**src/rtl/ram_access_ctrl_if.sv**
```systemverilog
// Request/response bundle between a CPU/LSU stage (master) and ram_access_ctrl (slave).
interface ram_access_ctrl_if #(
  parameter int unsigned WIDTH      = 32,
  parameter int unsigned ADDR_WIDTH = 8
);
  localparam int unsigned MW = WIDTH / 8;

  logic                  req_valid;
  logic                  req_ready;
  logic                  req_write;
  logic [ADDR_WIDTH-1:0] req_addr;
  logic [WIDTH-1:0]      req_wdata;
  logic [MW-1:0]         req_mask;
  logic                  rsp_valid;
  logic                  rsp_ready;
  logic                  rsp_write;
  logic [WIDTH-1:0]      rsp_rdata;

  modport master (
    output req_valid, req_write, req_addr, req_wdata, req_mask, rsp_ready,
    input  req_ready, rsp_valid, rsp_write, rsp_rdata
  );

  modport slave (
    input  req_valid, req_write, req_addr, req_wdata, req_mask, rsp_ready,
    output req_ready, rsp_valid, rsp_write, rsp_rdata
  );
endinterface

```
**src/rtl/ram_access_ctrl.sv**
```systemverilog
// Initiator-side Ram controller: one outstanding request, registered re/we strobes, in-order responses.
// Optional MEM_RMW_EN: byte-masked writes via read-modify-write; zero mask completes without a Ram access.
module ram_access_ctrl #(
  parameter int unsigned WIDTH      = 32,
  parameter int unsigned ADDR_WIDTH = 8
) (
  input  logic                  clk,
  input  logic                  res,
  ram_access_ctrl_if.slave      bus,
  output logic                  ram_re,
  output logic                  ram_we,
  output logic [ADDR_WIDTH-1:0] ram_read_addr,
  output logic [ADDR_WIDTH-1:0] ram_write_addr,
  output logic [WIDTH-1:0]      ram_wdata,
  input  logic [WIDTH-1:0]      ram_rdata
);
  localparam int unsigned MW = WIDTH / 8;

  typedef enum logic [2:0] {
    IDLE, ISSUE, CAPTURE, RESP
`ifdef MEM_RMW_EN
    , RMW_RD, RMW_CAP
`endif
  } state_t;

  state_t                state, state_d;
  logic                  cur_write, cur_write_d;
  logic                  rsp_valid_q, rsp_valid_d;
  logic                  rsp_write_q, rsp_write_d;
  logic [WIDTH-1:0]      rsp_rdata_q, rsp_rdata_d;
  logic                  re_d, we_d;
  logic [ADDR_WIDTH-1:0] raddr_d, waddr_d;
  logic [WIDTH-1:0]      wdata_d;

`ifdef MEM_RMW_EN
  logic [ADDR_WIDTH-1:0] cur_addr, cur_addr_d;
  logic [WIDTH-1:0]      cur_wdata, cur_wdata_d;
  logic [MW-1:0]         cur_mask, cur_mask_d;
  logic [WIDTH-1:0]      merged;

  // Masked bytes come from the request, the rest from the word just read.
  always_comb begin
    merged = ram_rdata;
    for (int unsigned i = 0; i < MW; i++) begin
      if (cur_mask[i]) merged[8*i +: 8] = cur_wdata[8*i +: 8];
    end
  end
`else
  logic unused_mask;
  assign unused_mask = ^bus.req_mask;
`endif

  assign bus.req_ready = (state == IDLE);
  assign bus.rsp_valid = rsp_valid_q;
  assign bus.rsp_write = rsp_write_q;
  assign bus.rsp_rdata = rsp_rdata_q;

  always_ff @(posedge clk or negedge res) begin
    if (!res) begin
      state          <= IDLE;
      cur_write      <= 1'b0;
      rsp_valid_q    <= 1'b0;
      rsp_write_q    <= 1'b0;
      rsp_rdata_q    <= '0;
      ram_re         <= 1'b0;
      ram_we         <= 1'b0;
      ram_read_addr  <= '0;
      ram_write_addr <= '0;
      ram_wdata      <= '0;
`ifdef MEM_RMW_EN
      cur_addr       <= '0;
      cur_wdata      <= '0;
      cur_mask       <= '0;
`endif
    end else begin
      state          <= state_d;
      cur_write      <= cur_write_d;
      rsp_valid_q    <= rsp_valid_d;
      rsp_write_q    <= rsp_write_d;
      rsp_rdata_q    <= rsp_rdata_d;
      ram_re         <= re_d;
      ram_we         <= we_d;
      ram_read_addr  <= raddr_d;
      ram_write_addr <= waddr_d;
      ram_wdata      <= wdata_d;
`ifdef MEM_RMW_EN
      cur_addr       <= cur_addr_d;
      cur_wdata      <= cur_wdata_d;
      cur_mask       <= cur_mask_d;
`endif
    end
  end

  // Strobes are decided one state early so they are registered and land in the target state's cycle.
  always_comb begin
    state_d     = state;
    cur_write_d = cur_write;
    rsp_valid_d = rsp_valid_q;
    rsp_write_d = rsp_write_q;
    rsp_rdata_d = rsp_rdata_q;
    re_d        = 1'b0;
    we_d        = 1'b0;
    raddr_d     = ram_read_addr;
    waddr_d     = ram_write_addr;
    wdata_d     = ram_wdata;
`ifdef MEM_RMW_EN
    cur_addr_d  = cur_addr;
    cur_wdata_d = cur_wdata;
    cur_mask_d  = cur_mask;
`endif
    unique case (state)
      IDLE: begin
        if (bus.req_valid) begin
          cur_write_d = bus.req_write;
`ifdef MEM_RMW_EN
          cur_addr_d  = bus.req_addr;
          cur_wdata_d = bus.req_wdata;
          cur_mask_d  = bus.req_mask;
`endif
          if (!bus.req_write) begin
            state_d = ISSUE;
            re_d    = 1'b1;
            raddr_d = bus.req_addr;
          end
`ifdef MEM_RMW_EN
          else if (bus.req_mask == '0) begin
            state_d     = RESP;
            rsp_valid_d = 1'b1;
            rsp_write_d = 1'b1;
            rsp_rdata_d = '0;
          end else if (bus.req_mask != '1) begin
            state_d = RMW_RD;
            re_d    = 1'b1;
            raddr_d = bus.req_addr;
          end
`endif
          else begin
            state_d = ISSUE;
            we_d    = 1'b1;
            waddr_d = bus.req_addr;
            wdata_d = bus.req_wdata;
          end
        end
      end
      ISSUE: begin
        if (cur_write) begin
          state_d     = RESP;
          rsp_valid_d = 1'b1;
          rsp_write_d = 1'b1;
          rsp_rdata_d = '0;
        end else begin
          state_d = CAPTURE;
        end
      end
      CAPTURE: begin
        state_d     = RESP;
        rsp_valid_d = 1'b1;
        rsp_write_d = 1'b0;
        rsp_rdata_d = ram_rdata;
      end
      RESP: begin
        if (bus.rsp_ready) begin
          state_d     = IDLE;
          rsp_valid_d = 1'b0;
        end
      end
`ifdef MEM_RMW_EN
      RMW_RD: state_d = RMW_CAP;
      RMW_CAP: begin
        state_d = ISSUE;
        we_d    = 1'b1;
        waddr_d = cur_addr;
        wdata_d = merged;
      end
`endif
      default: state_d = IDLE;
    endcase
  end
endmodule

```
**src/flat_wrapper.sv**
```systemverilog
// flat-port wrapper written by rule: the top's interface ports become plain ports
module ram_access_ctrl_flat 
#(
  parameter int unsigned WIDTH      = 32,
  parameter int unsigned ADDR_WIDTH = 8
)
  (clk, res, ram_re, ram_we, ram_read_addr, ram_write_addr, ram_wdata, ram_rdata, bus_req_valid, bus_req_write, bus_req_addr, bus_req_wdata, bus_req_mask, bus_rsp_ready, bus_req_ready, bus_rsp_valid, bus_rsp_write, bus_rsp_rdata);
  ram_access_ctrl_if #(.WIDTH(WIDTH), .ADDR_WIDTH(ADDR_WIDTH)) bus_i ();
  input  logic clk;
  input  logic res;
  output logic ram_re;
  output logic ram_we;
  output logic [ADDR_WIDTH-1:0] ram_read_addr;
  output logic [ADDR_WIDTH-1:0] ram_write_addr;
  output logic [WIDTH-1:0] ram_wdata;
  input  logic [WIDTH-1:0] ram_rdata;
  input wire logic [$bits(bus_i.req_valid)-1:0] bus_req_valid;
  input wire logic [$bits(bus_i.req_write)-1:0] bus_req_write;
  input wire logic [$bits(bus_i.req_addr)-1:0] bus_req_addr;
  input wire logic [$bits(bus_i.req_wdata)-1:0] bus_req_wdata;
  input wire logic [$bits(bus_i.req_mask)-1:0] bus_req_mask;
  input wire logic [$bits(bus_i.rsp_ready)-1:0] bus_rsp_ready;
  output wire logic [$bits(bus_i.req_ready)-1:0] bus_req_ready;
  output wire logic [$bits(bus_i.rsp_valid)-1:0] bus_rsp_valid;
  output wire logic [$bits(bus_i.rsp_write)-1:0] bus_rsp_write;
  output wire logic [$bits(bus_i.rsp_rdata)-1:0] bus_rsp_rdata;
  assign bus_i.req_valid = bus_req_valid;
  assign bus_i.req_write = bus_req_write;
  assign bus_i.req_addr = bus_req_addr;
  assign bus_i.req_wdata = bus_req_wdata;
  assign bus_i.req_mask = bus_req_mask;
  assign bus_i.rsp_ready = bus_rsp_ready;
  assign bus_req_ready = bus_i.req_ready;
  assign bus_rsp_valid = bus_i.rsp_valid;
  assign bus_rsp_write = bus_i.rsp_write;
  assign bus_rsp_rdata = bus_i.rsp_rdata;
  ram_access_ctrl #(.WIDTH(WIDTH), .ADDR_WIDTH(ADDR_WIDTH)) u_core (.clk(clk), .res(res), .bus(bus_i), .ram_re(ram_re), .ram_we(ram_we), .ram_read_addr(ram_read_addr), .ram_write_addr(ram_write_addr), .ram_wdata(ram_wdata), .ram_rdata(ram_rdata));
endmodule
```
**config.mk**
```make
export PLATFORM = sky130hd
export DESIGN_NAME = ram_access_ctrl_flat
export DESIGN_NICKNAME = d
export VERILOG_FILES = /design/src/rtl/ram_access_ctrl_if.sv /design/src/rtl/ram_access_ctrl.sv /design/src/flat_wrapper.sv
export SDC_FILE = /design/constraint.sdc
export NUM_CORES = 1
export LEC_CHECK = 0
export CORE_UTILIZATION = 30
export DETAILED_ROUTE_END_ITERATION = 7
export GPL_ROUTABILITY_DRIVEN = 0
export HOLD_SLACK_MARGIN = 0.12
export PLACE_DENSITY = 0.66
export SYNTH_ARGS = -nofsm -noshare
export SYNTH_HDL_FRONTEND = slang
export SYNTH_SLANG_ARGS = --single-unit
```
**constraint.sdc**
```tcl
create_clock -name clk -period 1.86 [get_ports clk]
set_clock_uncertainty 0.2 [all_clocks]
set_input_delay 0.279 -clock clk [delete_from_list [all_inputs] [get_ports clk]]
set_output_delay 0.279 -clock clk [all_outputs]
set_load 0.02 [all_outputs]
```
### Word-level counts from Yosys, hierarchy flattened

Cells that the tools add are included.

* register bits: 88

* bitwise gates (word level): 1
* equal/unequal tests: 6
* reductions and logical operators: 9
* muxes and demuxes: 16

Operators by type and width (number)
* $pmux 32 s2: 1
* $mux 32: 1
* $pmux 3 s4: 1
* $mux 1: 9
* $reduce_and 3->1: 3
* $eq 3x2->1 const B: 2
* $mux 3: 2
* $reduce_and 2->1: 3
* $ne 2x2->1 const B: 2
* $eq 3x1->1 const B: 1
* $logic_not 3->1: 1
* $pmux 1 s3: 1
* $reduce_bool 3->1: 1
* $ne 2x1->1 const B: 1
* $pmux 1 s2: 1
* $reduce_bool 2->1: 1
* $not 1->1: 1

### Longest topological paths before layout

Gate-level depths: netlist of the first run.

* word-level depth: 3
* gate-level depth with buffers: 7
* gate-level depth less buffers: 5

### Worst setup path after synthesis of the first run

No wires, ideal clock.

* path kind: register to register
* from: reg u_core.state[0]
* to: reg u_core.ram_read_addr[0]
* stages on the path, launching flop included: 7
* clock period less this slack: 1918 ps
* required time: 1535 ps
* data arrival time: 1593 ps
* path buffers: 1
* setup slack: -58 ps
* library setup time: 125 ps
* path through: dfrtp_1 inv_1 ha_1 nand2_1 or2_1 buf_6 mux2_4

* word-level cells in the longest chain between the ends: 2

RTL lines
* start, declared: line ram_access_ctrl.sv:26 `state_t state, state_d;`
* start signal, assigned: line ram_access_ctrl.sv:76 `state <= state_d;`
* $logic_not 3->1
* net bus_req_ready: line flat_wrapper.sv:23 `output wire logic [$bits(bus_i.req_ready)-1:0] bus_req_ready;`
* $reduce_and 3->1 (no line)
* end signal, assigned: line ram_access_ctrl.sv:83 `ram_read_addr <= raddr_d;`
* end, declared: line ram_access_ctrl.sv:12 `output logic [ADDR_WIDTH-1:0] ram_read_addr,`

The timed path passes the listed nets, and every way through them passes these cells.
A chain may end at the register's enable or synchronous reset.

### Final worst setup path of the first run

* from: reg u_core.rsp_rdata_q[3] (netlist: u_core.bus.rsp_rdata[3])
* to: out bus_rsp_rdata[3]

RTL lines
* start, declared: line ram_access_ctrl.sv:30 `logic [WIDTH-1:0] rsp_rdata_q, rsp_rdata_d;`
* start signal, assigned: line ram_access_ctrl.sv:80 `rsp_rdata_q <= rsp_rdata_d;`
* end, declared: line flat_wrapper.sv:26 `output wire logic [$bits(bus_i.rsp_rdata)-1:0] bus_rsp_rdata;`

No word-level cell between the ends.

==> impl_metrics.py, run 1 <==
metrics = {
    "floorplanning": {
        "core-area_mm2": 0.0105,
        "die_w_um": 107,
        "rows": 37,
        "io_pins": 166,
        "start_util": 0.314,
        "die_y_um": 107,
        "die-area_mm2": 0.0114,
    },
    "timing": {
        "finalSetupViolCount": 0,
        "fin_crit_sh": 0.975,
        "timing.fmax_mhz": 552,
        "min_period_ns": 1.81,
        "fin_setup_tns_ns": 0,
        "relSlewSlack": 0.628,
        "timing.hold.ws_ns": 0.284,
        "slew_violations": 0,
        "tightestPinTransition_ns": 0.546,
        "hold_viol": 0,
    },
    "setup_path": {
        "crit_slowest_cell": "clkdlybuf4s50_1",
        "cp.depth": 1,
        "reg2reg_depth": 7,
        "worstSetupEndpointType": "primary output",
        "cp_max_fo": 2,
        "critPathRequiredTime_ns": 1.38,
        "cpPeakStageDelay_ns": 0.62,
        "path_delay_family": "buffers and inverters",
        "crit_path_start_kind": "register",
        "path_class": "reg -> out",
        "arrival_ns": 1.33,
        "path_buf_inv": 1,
        "crit_chain": "clkdlybuf4s50_1",
    },
    "global_route": {
        "grt_pass1_wl_um": 12800,
        "grt_pass1_vias": 2480,
        "grt_max_degree": 52,
        "antenna_found_initial": 0,
        "grt-ovfl-total": 0,
        "grt_use_total": 0.146,
    },
    "clocking": {
        "clkTransAtPathRegs_ns": 0.09,
        "cts_buffers": 9,
        "cts_sinks": 87,
        "tritoncts": "yes",
        "insertion_delay_ns": 0.34,
        "root_buffer": "clkbuf_8",
        "clk_path_buf_depth": 2,
        "htree_levels": 3,
    },
    "route": {
        "firstDrtPassIters": 4,
        "drc": 0,
        "vias": 2364,
        "drt_iter0_markers": 83,
        "routed_via_density": 4.49,
        "routed_wl_um": 8130,
        "final_antenna_net_count": 0,
        "wl_per_cell_um": 15.5,
    },
    "synth": {
        "synth_seq_cells": 87,
        "syn_inst": 206,
        "ys_types": 19,
        "syn_nets": 291,
        "ys_warn_count": 0,
        "synth_area_mm2": 0.00328,
        "seq_area_frac_synth": 0.663,
        "avgSynthCellArea_um2": 15.9,
    },
    "job": {
        "maxCapViolations": 0,
    },
    "cells_and_area": {
        "drive_above_1_share": 0.241,
        "n_antenna_cell": 0,
        "multi_input_area_mm2": 0.00112,
        "fin_nets": 470,
        "seqCellArea_mm2": 0.00218,
        "fillCellCount": 919,
        "postLayoutCoreUtil": 0.525,
        "syn_to_final_growth_pct": 67.4,
    },
    "min_path": {
        "hold_class": "in -> async",
    },
    "power_and_ir_drop": {
        "total_leakage_power_uw": 0.00249,
        "powerDensity_mw_per_mm2": 1800,
        "ir_worst_vdd_v": 0.000905,
    },
    "placed_design": {
        "port_buffers": 161,
        "post-dp-hpwl_um": 5640,
    },
    "outcome": {
        "outcome": "finished clean",
    },
}
## metal layers
layer | part of all wire | track usage | wire length [µm] | up-vias
met5 | 0 | 0 | 0 | -
met3 | 0.057 | 0.0334 | 464 | 10
met2 | 0.48 | 0.229 | 3870 | 84
met4 | 0.015 | 0.0626 | 119 | 0
met1 | 0.45 | 0.195 | 3680 | 1169
li1 | - | - | - | 1101
## worst paths after layout
path                                    startpoint                  endpoint  slack (ns)
setup / recovery           u_core.bus.rsp_rdata[3]          bus_rsp_rdata[3]        0.05
hold / removal                                 res  u_core.bus.rsp_rdata[21]        0.28
setup reg to reg                   u_core.state[1]           u_core.state[1]        0.07
hold reg to reg               u_core.ram_wdata[11]      u_core.ram_wdata[11]        0.31
max in group asynchronous                      res  u_core.bus.rsp_rdata[17]        0.32
min in group clk              u_core.ram_wdata[11]      u_core.ram_wdata[11]        0.31
## cells by family after synthesis
| family | after synthesis | share of synthesized area |
|---|---|---|
| AND/OR/NAND/NOR | 9 | 0.0160 |
| adder cells (fa/ha/maj) | 4 | 0.0152 |
| AO/OA/AOI/OAI | 39 | 0.0995 |
| buffers and inverters | 17 | 0.0259 |
| multiplexers | 50 | 0.180 |
| flip-flops | 87 | 0.663 |
## cell type report
class,instances,area share
flip-flops and latches,87,0.396
multi-input cells,103,0.203
inverters,5,0.00387
well taps,136,0.0310
clock buffers,11,0.0257
repair buffers,179,0.334
clock inverters,5,0.00615
## placed cells by master, fill, tap and decap left out, types with 2 or more instances in the layout
cell / netlist / routed
clkinv_2: 0 / 2
clkinvlp_4: 0 / 2
mux2_2: 41 / 40
mux2i_4: 0 / 2
dfrtp_1: 87 / 86
buf_12: 0 / 5
mux2_4: 8 / 9
dlymetal6s2s_1: 0 / 11
o31ai_1: 2 / 2
a22o_1: 32 / 32
inv_1: 5 / 3
dlygate4sd3_1: 0 / 3
ha_4: 0 / 3
buf_4: 0 / 11
nand2_1: 4 / 4
clkdlybuf4s50_1: 0 / 147
nor2b_4: 0 / 2
clkbuf_8: 0 / 10
## Yosys cell counts (all sizes together)
library cell | n | area [µm²]
a211oi | 1 | 7.51
a21oi | 2 | 10.0
a22o | 32 | 280
buf | 12 | 66.3
dfrtp | 87 | 2180
ha | 4 | 50.1
inv | 5 | 18.8
mux2 | 49 | 582
mux2i | 1 | 10.0
nand2 | 4 | 15.0
nand3 | 1 | 10.0
nor2b | 3 | 21.3
o21ai | 1 | 5.00
o31ai | 2 | 15.0
o32ai | 1 | 8.76
or2 | 1 | 6.26
## worst register-to-register path, stage by stage, from the launching register on
cell	delay, ns
dfrtp_1	0.36
inv_2	0.06
buf_4	0.13
ha_4	0.16
buf_4	0.14
nor2b_1	0.15
a21oi_2	0.16
mux2_4	0.32
## where the power goes
| part | total [µW] | internal, µW | switching [µW] | leakage (µW) |
|---|---|---|---|---|
| Combinational | 5410 | 2950 | 2460 | 0.00135 |
| Sequential | 3330 | 2820 | 515 | 0.00106 |
| Clock | 1170 | 520 | 646 | 0.0000853 |
## stage by stage
stage | power [µW] | instances | setup WS (ns) | instance area (µm²)
after floorplan | 5980 | 206 | 0.0413 | 3290
after global placement | 8400 | 503 | -0.152 | 5150
after detailed placement | 8520 | 503 | -0.221 | 5150
after CTS | 9890 | 523 | 0.00922 | 5410
after global routing | 10500 | 526 | -0.0128 | 5500
final | 9910 | 526 | 0.0473 | 5500
## what timing repair did
action	CTS	global route
cloned	1	0
setup buffers	0	3
resized for setup	13	18
hold endpoints to repair	87	0
hold buffers	3	0
pin swaps	0	0
setup endpoints to repair	34	46
## state kept, by name, indices dropped and copies added (netlist names)
name                   count
u_core.bus.rsp_valid       1
u_core.state               2
u_core.ram_write_addr      8
u_core.ram_we              1
u_core.bus.rsp_rdata      32
u_core.bus.rsp_write       1
u_core.ram_wdata          32
u_core.ram_read_addr       8
u_core.cur_write           1
u_core.ram_re              1
Power figures use the tool's default switching activity.
==> run 2, diff against run 1 <==
CTS_CLUSTER_SIZE = 8   (was unset)
==> results of run 2 <==
No change in the layout: final DEF, timing and power equal those of run 1.
